==> src/rtl/pb_pkg.sv <==
// rtl/pb_pkg.sv - shared types and elaboration helpers for the push-button debouncer
//
// Contents:
//   pb_state_t - per-channel filter state (REL, P_CHK, PRS, R_CHK)
//   calc_div   - clock cycles per sample tick
//   cnt_width  - bits needed to hold a counter value 0..max_val
package pb_pkg;

  typedef enum logic [1:0] {
    REL   = 2'd0,  // released, stable
    P_CHK = 2'd1,  // released, qualifying a press
    PRS   = 2'd2,  // pressed, stable
    R_CHK = 2'd3   // pressed, qualifying a release
  } pb_state_t;

  function automatic int calc_div(input int clk_hz, input int tick_hz);
    return clk_hz / tick_hz;
  endfunction

  function automatic int cnt_width(input int max_val);
    return (max_val < 1) ? 1 : $clog2(max_val + 1);
  endfunction

endpackage

==> src/rtl/pb_db_channel.sv <==
// rtl/pb_db_channel.sv - one debounce channel: synchroniser, stable-count FSM, event pulses
//
// Ports:
//   clk_in    in   system clock
//   rst_n     in   asynchronous active-low reset
//   tick      in   sample strobe shared by all channels
//   pb        in   raw asynchronous button input
//   level     out  debounced pressed state (1 = pressed)
//   press_p   out  one-cycle pulse on an accepted press
//   release_p out  one-cycle pulse on an accepted release
//   long_p    out  one-cycle pulse once per press after HOLD_TICKS pressed ticks
module pb_db_channel #(
  parameter int STABLE_TICKS = 20,
  parameter int HOLD_TICKS   = 1000,
  parameter bit ACTIVE_LOW   = 1'b0
) (
  input  logic clk_in,
  input  logic rst_n,
  input  logic tick,
  input  logic pb,
  output logic level,
  output logic press_p,
  output logic release_p,
  output logic long_p
);
  import pb_pkg::*;

  localparam int CW = cnt_width(STABLE_TICKS);
  localparam int HW = cnt_width(HOLD_TICKS);
  localparam logic [CW-1:0] CNT_MAX  = CW'(STABLE_TICKS);
  localparam logic [HW-1:0] HOLD_MAX = HW'(HOLD_TICKS);

  logic          sync1, sync2, s;
  pb_state_t     state, state_nxt;
  logic [CW-1:0] cnt, cnt_nxt, cnt_inc;
  logic [HW-1:0] hold_cnt, hold_nxt, hold_inc;
  logic          press_nxt, release_nxt, long_nxt;

  // Synchroniser idles at the released raw level so reset never looks like a press.
  assign s        = sync2 ^ ACTIVE_LOW;
  assign cnt_inc  = cnt + CW'(1);
  assign hold_inc = (hold_cnt == HOLD_MAX) ? hold_cnt : hold_cnt + HW'(1);
  assign level    = (state == PRS) || (state == R_CHK);

  always_ff @(posedge clk_in or negedge rst_n) begin
    if (!rst_n) begin
      sync1     <= ACTIVE_LOW;
      sync2     <= ACTIVE_LOW;
      state     <= REL;
      cnt       <= '0;
      hold_cnt  <= '0;
      press_p   <= 1'b0;
      release_p <= 1'b0;
      long_p    <= 1'b0;
    end else begin
      sync1     <= pb;
      sync2     <= sync1;
      state     <= state_nxt;
      cnt       <= cnt_nxt;
      hold_cnt  <= hold_nxt;
      press_p   <= press_nxt;
      release_p <= release_nxt;
      long_p    <= long_nxt;
    end
  end

  always_comb begin
    state_nxt = state;
    cnt_nxt   = cnt;
    hold_nxt  = hold_cnt;
    if (tick) begin
      case (state)
        REL: begin
          if (s) begin
            if (CNT_MAX == CW'(1)) begin
              state_nxt = PRS;
              cnt_nxt   = '0;
              hold_nxt  = '0;
            end else begin
              state_nxt = P_CHK;
              cnt_nxt   = CW'(1);
            end
          end
        end
        P_CHK: begin
          if (!s) begin
            // A bounce restarts qualification from scratch.
            state_nxt = REL;
            cnt_nxt   = '0;
            hold_nxt  = '0;
          end else if (cnt_inc == CNT_MAX) begin
            state_nxt = PRS;
            cnt_nxt   = '0;
            hold_nxt  = '0;
          end else begin
            cnt_nxt = cnt_inc;
          end
        end
        PRS: begin
          if (!s) begin
            if (CNT_MAX == CW'(1)) begin
              state_nxt = REL;
              cnt_nxt   = '0;
              hold_nxt  = '0;
            end else begin
              state_nxt = R_CHK;
              cnt_nxt   = CW'(1);
            end
          end else begin
            hold_nxt = hold_inc;
          end
        end
        R_CHK: begin
          if (s) begin
            // Release bounce: still the same press, so hold time keeps accruing.
            state_nxt = PRS;
            cnt_nxt   = '0;
            hold_nxt  = hold_inc;
          end else if (cnt_inc == CNT_MAX) begin
            state_nxt = REL;
            cnt_nxt   = '0;
            hold_nxt  = '0;
          end else begin
            cnt_nxt = cnt_inc;
          end
        end
        default: begin
          state_nxt = REL;
          cnt_nxt   = '0;
          hold_nxt  = '0;
        end
      endcase
    end
  end

  always_comb begin
    press_nxt   = ((state == REL) || (state == P_CHK)) && (state_nxt == PRS);
    release_nxt = ((state == PRS) || (state == R_CHK)) && (state_nxt == REL);
    // hold_cnt saturates and only clears on a new press, so this edge occurs once per press.
    long_nxt    = (hold_nxt == HOLD_MAX) && (hold_cnt != HOLD_MAX);
  end

endmodule

==> src/rtl/pb_debounce_multi.sv <==
// rtl/pb_debounce_multi.sv - N-channel push-button debouncer with shared sample-tick prescaler
//
// Ports:
//   clk_in    in   system clock, single domain
//   rst_n     in   asynchronous active-low reset
//   pb        in   [N_CH] raw asynchronous button inputs
//   level     out  [N_CH] debounced pressed state (1 = pressed)
//   press_p   out  [N_CH] one-cycle pulse on an accepted press
//   release_p out  [N_CH] one-cycle pulse on an accepted release
//   long_p    out  [N_CH] one-cycle pulse once per press after HOLD_TICKS
//   tick      out  prescaler strobe, one cycle every CLK_HZ/TICK_HZ cycles
module pb_debounce_multi #(
  parameter int N_CH         = 4,
  parameter int CLK_HZ       = 100000000,
  parameter int TICK_HZ      = 1000,
  parameter int STABLE_TICKS = 20,
  parameter int HOLD_TICKS   = 1000,
  parameter bit ACTIVE_LOW   = 1'b0
) (
  input  logic            clk_in,
  input  logic            rst_n,
  input  logic [N_CH-1:0] pb,
  output logic [N_CH-1:0] level,
  output logic [N_CH-1:0] press_p,
  output logic [N_CH-1:0] release_p,
  output logic [N_CH-1:0] long_p,
  output logic            tick
);
  import pb_pkg::*;

  localparam int DIV = calc_div(CLK_HZ, TICK_HZ);
  localparam int PW  = (DIV < 2) ? 1 : $clog2(DIV);
  localparam logic [PW-1:0] DIV_LAST = PW'(DIV - 1);

  if (DIV < 2) begin : g_div_check
    $error("pb_debounce_multi: CLK_HZ/TICK_HZ must be at least 2");
  end
  if (STABLE_TICKS < 1 || HOLD_TICKS < 1) begin : g_cnt_check
    $error("pb_debounce_multi: STABLE_TICKS and HOLD_TICKS must be at least 1");
  end

  logic [PW-1:0] div_cnt;

  always_ff @(posedge clk_in or negedge rst_n) begin
    if (!rst_n) begin
      div_cnt <= '0;
      tick    <= 1'b0;
    end else begin
      tick    <= (div_cnt == DIV_LAST);
      div_cnt <= (div_cnt == DIV_LAST) ? '0 : div_cnt + PW'(1);
    end
  end

  for (genvar i = 0; i < N_CH; i++) begin : g_ch
    pb_db_channel #(
      .STABLE_TICKS (STABLE_TICKS),
      .HOLD_TICKS   (HOLD_TICKS),
      .ACTIVE_LOW   (ACTIVE_LOW)
    ) u_ch (
      .clk_in    (clk_in),
      .rst_n     (rst_n),
      .tick      (tick),
      .pb        (pb[i]),
      .level     (level[i]),
      .press_p   (press_p[i]),
      .release_p (release_p[i]),
      .long_p    (long_p[i])
    );
  end

endmodule

==> config.mk <==
export PLATFORM = sky130hd
export DESIGN_NAME = pb_debounce_multi
export DESIGN_NICKNAME = d
export VERILOG_FILES = /design/src/rtl/pb_pkg.sv /design/src/rtl/pb_db_channel.sv /design/src/rtl/pb_debounce_multi.sv
export SDC_FILE = /design/constraint.sdc
export NUM_CORES = 1
export LEC_CHECK = 0
export CAP_MARGIN = 15
export CORE_UTILIZATION = 60
export CTS_CLUSTER_DIAMETER = 200
export DETAILED_ROUTE_END_ITERATION = 12
export PLACE_DENSITY = 0.78
export SETUP_SLACK_MARGIN = 0.15
export SLEW_MARGIN = 5
export SYNTH_ARGS = -nofsm -noshare
export SYNTH_HDL_FRONTEND = slang
export SYNTH_HIERARCHICAL = 1
export SYNTH_SLANG_ARGS = --single-unit
==> constraint.sdc <==
create_clock -name clk_in -period 2.6 [get_ports clk_in]
set_input_delay 0.26 -clock clk_in [delete_from_list [all_inputs] [get_ports clk_in]]
set_output_delay 0.26 -clock clk_in [all_outputs]
set_load 0.05 [all_outputs]
# Word-level counts from Yosys, hierarchy flattened
# Index checks and enable logic that the tools add are counted.
# W data, S select, Z words.
# word_totals
reg_bits,106
in_bits,6
out_inout_bits,17
word_cells,201
# classes
addsub,9
eq_ne,41
n_mux,85
n_reduce_logical,32
# ops
cell,count
$mux W10,24
$pmux W10 S3,4
$mux W5,20
$eq A10 B10 Y1 const B,8
$pmux W5 S4,4
$mux W2,28
$add A10 B1 Y10 const B,4
$ne A10 B10 Y1 const B,4
$pmux W2 S4,4
$eq A2 B2 Y1 const B,12
$add A5 B1 Y5 const B,4
$eq A5 B5 Y1 const B,4
$add A17 B1 Y17 const B,1
$eq A17 B17 Y1 const B,1
$mux W17,1
$logic_not A2 Y1,8
$logic_and A1 B1 Y1,12
$reduce_and A3 Y1,4
$eq A2 B1 Y1 const B,4
$logic_or A1 B1 Y1,8
$ne A2 B1 Y1 const B,4
$ne A2 B2 Y1 const B,4

# Depth between registers and ports, before layout
# Gate-level depths: netlist (run 1).
# depth
word_depth,8
depth_mapped,7
mapped_depth_nobuf,7

# Cells and area by module
# The synthesis (run 1) kept the hierarchy.
# by_module_without_submodules
module,instances,cells_per_inst,area_each_um2,seq_area_each_um2
pb_db_channel (g_ch[1].u_ch ...),3,165,1467.7,550.5
pb_db_channel (g_ch[0].u_ch),1,149,1387.6,550.5
pb_debounce_multi,1,76,823.3,450.4

# Worst setup path before layout (run 1)
# OpenSTA, ideal clock, no wires.
# synth_path
path_type,register to register
from,register tick
to,register g_ch[1].u_ch.long_p
setup_ns,0.111
arrival_ns,2.082
required_time_ns,2.489
slack_ns,0.406
path_stages_with_launch,6
path_buffers,1
period_less_slack_ns,2.194
path_cell_list,dfrtp_1 -> clkbuf_1 -> nand2_1 -> o31a_1 -> a211o_1 -> a2111oi_2
# synth_between
elab_chain_len,3
# synth_lines
item,line,rtl
start: declaration,pb_debounce_multi.sv:27,output logic tick
start signal: assignment,pb_debounce_multi.sv:49,tick <= (div_cnt == DIV_LAST);
$mux W10,pb_db_channel.sv:71,if (tick) begin
$eq A10 B10 Y1,pb_db_channel.sv:140,long_nxt = (hold_nxt == HOLD_MAX) && (hold_cnt != HOLD_MAX);
$logic_and A1 B1 Y1,pb_db_channel.sv:140,
via g_ch[1].u_ch.long_nxt,pb_db_channel.sv:37,"logic press_nxt, release_nxt, long_nxt;"
end signal: assignment,pb_db_channel.sv:63,long_p <= long_nxt;
end: declaration,pb_db_channel.sv:24,output logic long_p
# The timed path passes the listed nets, and every way through them passes these cells.
# A chain may end at the register's enable or synchronous reset.

# Final worst setup path (run 1)
# layout_path
from,register g_ch[1].u_ch.hold_cnt[1]
to,register g_ch[1].u_ch.long_p
# layout_between
elab_chain_len,7
word_cells_on_any_way,12
cone_classes,add/sub (1); eq/ne (3); mux (7); reduce/logical (1)
# layout_lines
item,line,rtl
start: declaration,pb_db_channel.sv:36,"logic [HW-1:0] hold_cnt, hold_nxt, hold_inc;"
start signal: assignment,pb_db_channel.sv:60,hold_cnt <= hold_nxt;
$add A10 B1 Y10 / $eq A10 B10 Y1 (equally long branches),pb_db_channel.sv:42,assign hold_inc = (hold_cnt == HOLD_MAX) ? hold_cnt : hold_cnt + HW'(1);
$mux W10,pb_db_channel.sv:42,
$mux W10 (on tied branches),"pb_db_channel.sv:114, pb_db_channel.sv:100",
$pmux W10 S3,pb_db_channel.sv:72,case (state)
$mux W10,pb_db_channel.sv:71,
$eq A10 B10 Y1,pb_db_channel.sv:140,
$logic_and A1 B1 Y1 (*),pb_db_channel.sv:140,
via g_ch[1].u_ch.long_nxt,pb_db_channel.sv:37,
# The timed path passes the listed nets; every way through them passes the cells marked *.

==> results of run 1 <==
path summary, 6_finish.rpt:
path	from	end	slack, ns	cells past startpoint
max	g_ch[1].u_ch/hold_cnt[1]$_DFF_PN0_	g_ch[1].u_ch/long_p$_DFF_PN0_	0.30	6
min	pb[0]	g_ch[0].u_ch/sync1$_DFF_PN0_	0.30	1
max reg2reg	g_ch[1].u_ch/hold_cnt[1]$_DFF_PN0_	g_ch[1].u_ch/long_p$_DFF_PN0_	0.30	6
min reg2reg	g_ch[1].u_ch/sync1$_DFF_PN0_	g_ch[1].u_ch/s$_DFF_PN0_	0.36	0
max in group asynchronous	rst_n	g_ch[2].u_ch/hold_cnt[9]$_DFF_PN0_	1.46	3
min in group asynchronous	rst_n	g_ch[0].u_ch/release_p$_DFF_PN0_	0.44	2
layout make-up:
cell class	instances	area share
multi-input cells	530	0.506
flip-flops and latches	106	0.373
repair buffers	35	0.0479
well taps	136	0.0240
inverters	42	0.0222
clock buffers	10	0.0194
clock inverters	6	0.00704
metrics by stage:
step | instances | worst slack, ns | instance area [um2] | total power, uW | util
after floorplan | 720 | 0.406 | 6610 | 1710 | -
after global routing | 865 | 0.157 | 7100 | 2820 | 0.676
after global placement | 848 | 0.400 | 6890 | 1760 | 0.656
after detailed placement | 848 | 0.306 | 6890 | 1760 | 0.656
final | 865 | 0.301 | 7100 | 2700 | 0.676
after CTS | 865 | 0.283 | 7090 | 2740 | 0.674
sequential cells by signal, indices dropped and copies added, names as in the netlist:
name,flops
g_ch.u_ch/hold_cnt,40
tick,1
g_ch.u_ch/release_p,4
g_ch.u_ch/state,8
g_ch.u_ch/s,4
div_cnt,17
g_ch.u_ch/press_p,4
g_ch.u_ch/long_p,4
g_ch.u_ch/sync1,4
g_ch.u_ch/cnt,20
power by group through the flow:
| stage | logic [uW] | registers (uW) | clock network (uW) |
|---|---|---|---|
| 4_1_cts | 60.9 | 1670 | 1010 |
| 3_3_place_gp | 58.3 | 1700 | 0 |
| 3_5_place_dp | 59.3 | 1700 | 0 |
| 2_1_floorplan | 20.9 | 1690 | 0 |
| 5_1_grt | 67.8 | 1670 | 1080 |
| 6_report | 57.5 | 1670 | 976 |
cell families (layout without fill, tap and decap cells):
kind of cell	Yosys count	in the layout	share of synthesized area
simple gates	278	278	0.244
compound gates	194	194	0.207
flops	106	106	0.401
buf+inv	84	93	0.0579
xor+xnor	31	31	0.0411
mux	14	14	0.0248
fa+ha+maj	13	13	0.0246
what timing repair did:
action                                  CTS  global route
hold buffers                              1             0
hold endpoints to repair                 51             0
gates resized for setup                   0             2
buffers inserted                          0             0
endpoints found under the setup margin    0             1
cell usage in the layout (no fill, tap or decap), types with 12 or more instances in the layout:
cell / netlist / final
dfrtp_1: 106 / 106
o21ai_0: 46 / 46
and3_1: 17 / 17
nand3_1: 25 / 25
nand4_1: 22 / 22
ha_1: 13 / 13
clkdlybuf4s50_1: 0 / 20
inv_1: 42 / 42
nand2_1: 73 / 73
buf_4: 4 / 12
xor2_1: 14 / 14
and4_1: 12 / 12
nor2_1: 44 / 44
xnor2_1: 17 / 17
nor3_1: 12 / 12
a21oi_1: 36 / 36
critical path, cell delays in order, from the launching register on:
cell and delay (ns):
dfrtp_1 0.46, ha_1 0.32, and4_4 0.28, nand2_1 0.06, xor2_1 0.16, or4b_1 0.54
a2111oi_2 0.37
routing by layer:
layer,track usage,vias up
li1,-,2671
met1,0.365,2623
met2,0.425,224
met3,0.0602,32
met4,0.0949,0
met5,0,-
==> qor.csv, run 1 <==
metric,value,unit
status,"finished, final reports clean",
Cells after Synth,720,
post-DR vias/cell,6.42,
Crit. End Element,flop,
Post-synth EDFFs,0,
vias in the first global route,5218,
post-synthesis cell area,6610,um2
core box area,10500,um2
cts bufs inserted,9,
GRT Total Usage,0.269,
post-synth top area cell,dfrtp_1,
Skew-Pair Late Insertion Delay,0.39,ns
combinational cell fraction of total power,0.021,
Ports,23,
Final period util,0.884,
met2 wire length,6.69,mm
Setup TNS,0,ns
DIE WIDTH,107,um
DPL Wire Length,10.1,mm
Clock Power Share,0.361,
Internal,2060,uW
sequential cell area,2650,um2
LEAKAGE,0.00288,uW
Net Switching,644,uW
Seq pwr share,0.617,
Initial Utilization,0.629,
M1 WL,6.26,mm
Crit Path Category,flop to flop,
FILL cells,841,
CTS Buffer Depth,2,
top-count cell post-synth,dfrtp_1,
Die ar.,11400,um2
Die Ht,107,um
DRT iter0 DRCs,432,
area share of the largest cell type after synthesis,0.401,
endpoints failing setup,0,
synth unique cells,75,
Syn. warnings,6,
ys async rst share,1.00,
Required @ worst endpoint,2.88,ns
worst slew pin tran,0.668,ns
layout cells sized above 1,0.0960,
switching fraction of total power,0.238,
clock-pin slew of the registers on the worst-case setup and hold paths,0.10,ns
Post-synth top cells,"dfrtp_1, nand2_1, o21ai_0",
hold_ws,0.297,ns
sequential-to-total area share from yosys stat,0.401,
min Tclk post-route,2.30,ns
FP Rows,37,
Worst Path Arrival,2.58,ns
total wire length,14.1,mm
DR top layer,met4,
layout net count,743,
input/output buffers,22,
CTS Sinks,106,
Layout Area Growth over Synthesis,7.42,%
initial antenna violation count,0,
root buffer cell,clkbuf_8,
crit start category,flop,
routed length on met3,887,um
f_max,435,MHz
via count,5550,
# Max-Cap Violations,0,
Multi-input gate area,3600,um2
top_reg_cell synth,dfrtp_1,
final hold violations,0,
clk_skew,0.00873,ns
H-tree level count,3,
gpl congestion,0.980,
HP Class,input pin to flop,
fin. max-slew vios,0,
largest net degree at the start of global routing,54,
DR WL/cell,16.3,um
Syn Area/Cell,9.19,um2
syn_nets,739,
DRT antenna net count,0,
VDD IR max,0.436,mV
largest fanout on the critical path,6,
CTS tree,yes,
GRT Residual Overflow,0,
antenna diode count,0,
pwr/cell area,380,nW/um2
Worst slew margin,0.555,
"top cells by area, synth","dfrtp_1, nand2_1, o21ai_0",
DRC Markers,0,
"FF+latch count, synth",106,
RSZ-0062 raised after global routing,false,
first-pass GRT wire length,24.6,mm
DRT Pass-1 Iters,6,
Note: power is estimated with default switching activity, not from simulation.
==> run 2: changes to the inputs <==
==> constraint.sdc (replaced) <==
create_clock -name clk_in -period 2.2 [get_ports clk_in]
set_input_delay 0.22 -clock clk_in [delete_from_list [all_inputs] [get_ports clk_in]]
set_output_delay 0.22 -clock clk_in [all_outputs]
set_load 0.05 [all_outputs]
==> run 2 against run 1 <==
Net effect: fmax rose by 11%; hold slack worse by 0.10 ns; design area increased by 8.4%; global-route usage up 0.64 points; via count grew 5.2%; non-clock buffer count up 47; worst setup slack worse by 0.18 ns.
==> qor.csv, run 2 (same netlist as run 1, synthesis figures left out) <==
metric,value,unit
Worst Path Arrival,2.35,ns
DRT iter0 DRCs,401,
total power,3250,uW
worst r2r src,g_ch[1].u_ch/hold_cnt[0]$_DFF_PN0_,
final hold violations,0,
total wire length,15.3,mm
DR WL/cell,16.8,um
cts bufs inserted,9,
DRT antenna net count,0,
layout net count,790,
clk_skew,0.00736,ns
worst slew pin tran,0.545,ns
layout cells sized above 1,0.205,
most frequent cells in the layout,"dfrtp_1, nand2_1, buf_4",
"Critical Path, Cell by Cell",and3_4 > mux2_4 > a21boi_1 > or4b_1 > a2111oi_2,
internal reg-to-reg setup slack,0.12,ns
max reg flops,40,
Multi-input gate area,3800,um2
f_max,481,MHz
FILL cells,752,
Crit Path Category,flop to flop,
via count,5840,
Reg with most FFs,g_ch.u_ch/hold_cnt,
Worst slew margin,0.627,
FP Rows,37,
CTS Buffer Depth,2,
status,"finished, final reports clean",
Final Core Density,0.733,
LEAKAGE,0.00313,uW
CP max stage delay,0.52,ns
fin. max-slew vios,0,
Die ar.,11400,um2
largest net degree at the start of global routing,75,
min Tclk post-route,2.08,ns
CTS tree,yes,
DPL Wire Length,10.4,mm
H-tree level count,3,
post-DR vias/cell,6.40,
Setup TNS,0,ns
GRT Total Usage,0.276,
final instance area,7700,um2
DRT Pass-1 Iters,5,
root buffer cell,clkbuf_8,
largest fanout on the critical path,7,
VDD IR max,0.510,mV
endpoints failing setup,0,
Reg2Reg Depth,5,
RSZ-0062 raised after global routing,true,
input/output buffers,22,
Post-Place Cell Area,7150,um2
HP Class,input pin to async pin,
Final period util,0.945,
first-pass GRT wire length,25.4,mm
DIE WIDTH,107,um
"commonest non-fill, non-tap cell in the layout",dfrtp_1,
gpl congestion,0.971,
Crit. End Element,flop,
vias in the first global route,5475,
sequential cell area,2670,um2
Worst path slowest cell,or4b_1,
Layout Area Growth over Synthesis,16.4,%
FF-to-FF End,g_ch[1].u_ch/long_p$_DFF_PN0_,
GRT Residual Overflow,0,
crit start category,flop,
top flop regs,"g_ch.u_ch/hold_cnt: 40 flops, g_ch.u_ch/cnt: 20 flops, div_cnt: 17 flops",
clock-pin slew of the registers on the worst-case setup and hold paths,0.09,ns
# Max-Cap Violations,0,
initial antenna violation count,0,
Ports,23,
antenna diode count,0,
CTS Sinks,106,
Initial Utilization,0.629,
pwr/cell area,422,nW/um2
Required @ worst endpoint,2.47,ns
Die Ht,107,um
Skew-Pair Late Insertion Delay,0.38,ns
core box area,10500,um2
DRC Markers,0,
[run 2: what timing repair did]
action / 4_1_cts / 5_1_grt
hold endpoints to repair: 106 / 0
buffers inserted: 11 / 9
gates resized for setup: 23 / 30
hold buffers: 1 / 0
pin swaps: 4 / 12
setup endpoints to repair: 7 / 5
[run 2: cell type report]
class / instances / share of cell area
flip-flops and latches: 106 / 0.347
inverters: 42 / 0.0205
repair buffers: 82 / 0.0912
multi-input cells: 530 / 0.494
clock buffers: 11 / 0.0184
clock inverters: 5 / 0.00699
well taps: 136 / 0.0221
[run 2: routing by layer]
layer | GRT usage | wire length, um
met1 | 0.370 | 6820
met2 | 0.441 | 7200
met3 | 0.0675 | 970
met4 | 0.0841 | 298
met5 | 0 | 0
[run 2: critical path: cells and delay by family, from the launching register on]
family	cells	cell delay, ns
mux	1	0.32
simple gates	2	0.75
flops	1	0.46
compound gates	2	0.44
[run 2: worst max-delay path by stage]
| stage | startpoint | to | slack [ns] | depth (start not counted) |
|---|---|---|---|---|
| after floorplan | g_ch[1].u_ch/hold_cnt[0]$_DFF_PN0_ | g_ch[1].u_ch/long_p$_DFF_PN0_ | 0.17 | 6 |
| after global placement | g_ch[2].u_ch/hold_cnt[1]$_DFF_PN0_ | g_ch[2].u_ch/long_p$_DFF_PN0_ | 0.09 | 6 |
| after detailed placement | g_ch[1].u_ch/hold_cnt[1]$_DFF_PN0_ | g_ch[1].u_ch/long_p$_DFF_PN0_ | 0.02 | 6 |
| after CTS | g_ch[1].u_ch/cnt[0]$_DFFE_PN0P_ | g_ch[1].u_ch/long_p$_DFF_PN0_ | 0.04 | 6 |
| after global routing | g_ch[1].u_ch/hold_cnt[0]$_DFF_PN0_ | g_ch[1].u_ch/long_p$_DFF_PN0_ | 0.07 | 5 |
| final | g_ch[1].u_ch/hold_cnt[0]$_DFF_PN0_ | g_ch[1].u_ch/long_p$_DFF_PN0_ | 0.12 | 5 |
[run 2: report_power, final]
part | switching, uW | internal [uW] | leakage [uW]
registers | 13.0 | 1950 | 0.00142
clock network | 649 | 554 | 0.000103
logic | 53.2 | 26.3 | 0.00160
[run 2: through the flow]
stage | instances | hold slack, ns | setup slack [ns]
finish | 912 | 0.193 | 0.121
global route | 912 | 0.184 | 0.0748
global placement | 875 | 0.0558 | 0.0914
CTS | 903 | 0.178 | 0.0357
detailed placement | 875 | 0.0533 | 0.0168
floorplan | 720 | -0.0756 | 0.171
==> run 3: changes to the inputs <==
--- a/config.mk
+++ b/config.mk
@@ -5,7 +5,7 @@
 export SDC_FILE = /design/constraint.sdc
 export NUM_CORES = 1
 export LEC_CHECK = 0
-export CAP_MARGIN = 15
+export CAP_MARGIN = 20
 export CORE_UTILIZATION = 60
 export CTS_CLUSTER_DIAMETER = 200
 export DETAILED_ROUTE_END_ITERATION = 12
==> results of run 3 <==
Same layout as run 2: the final DEF is identical, and so are final timing and power.
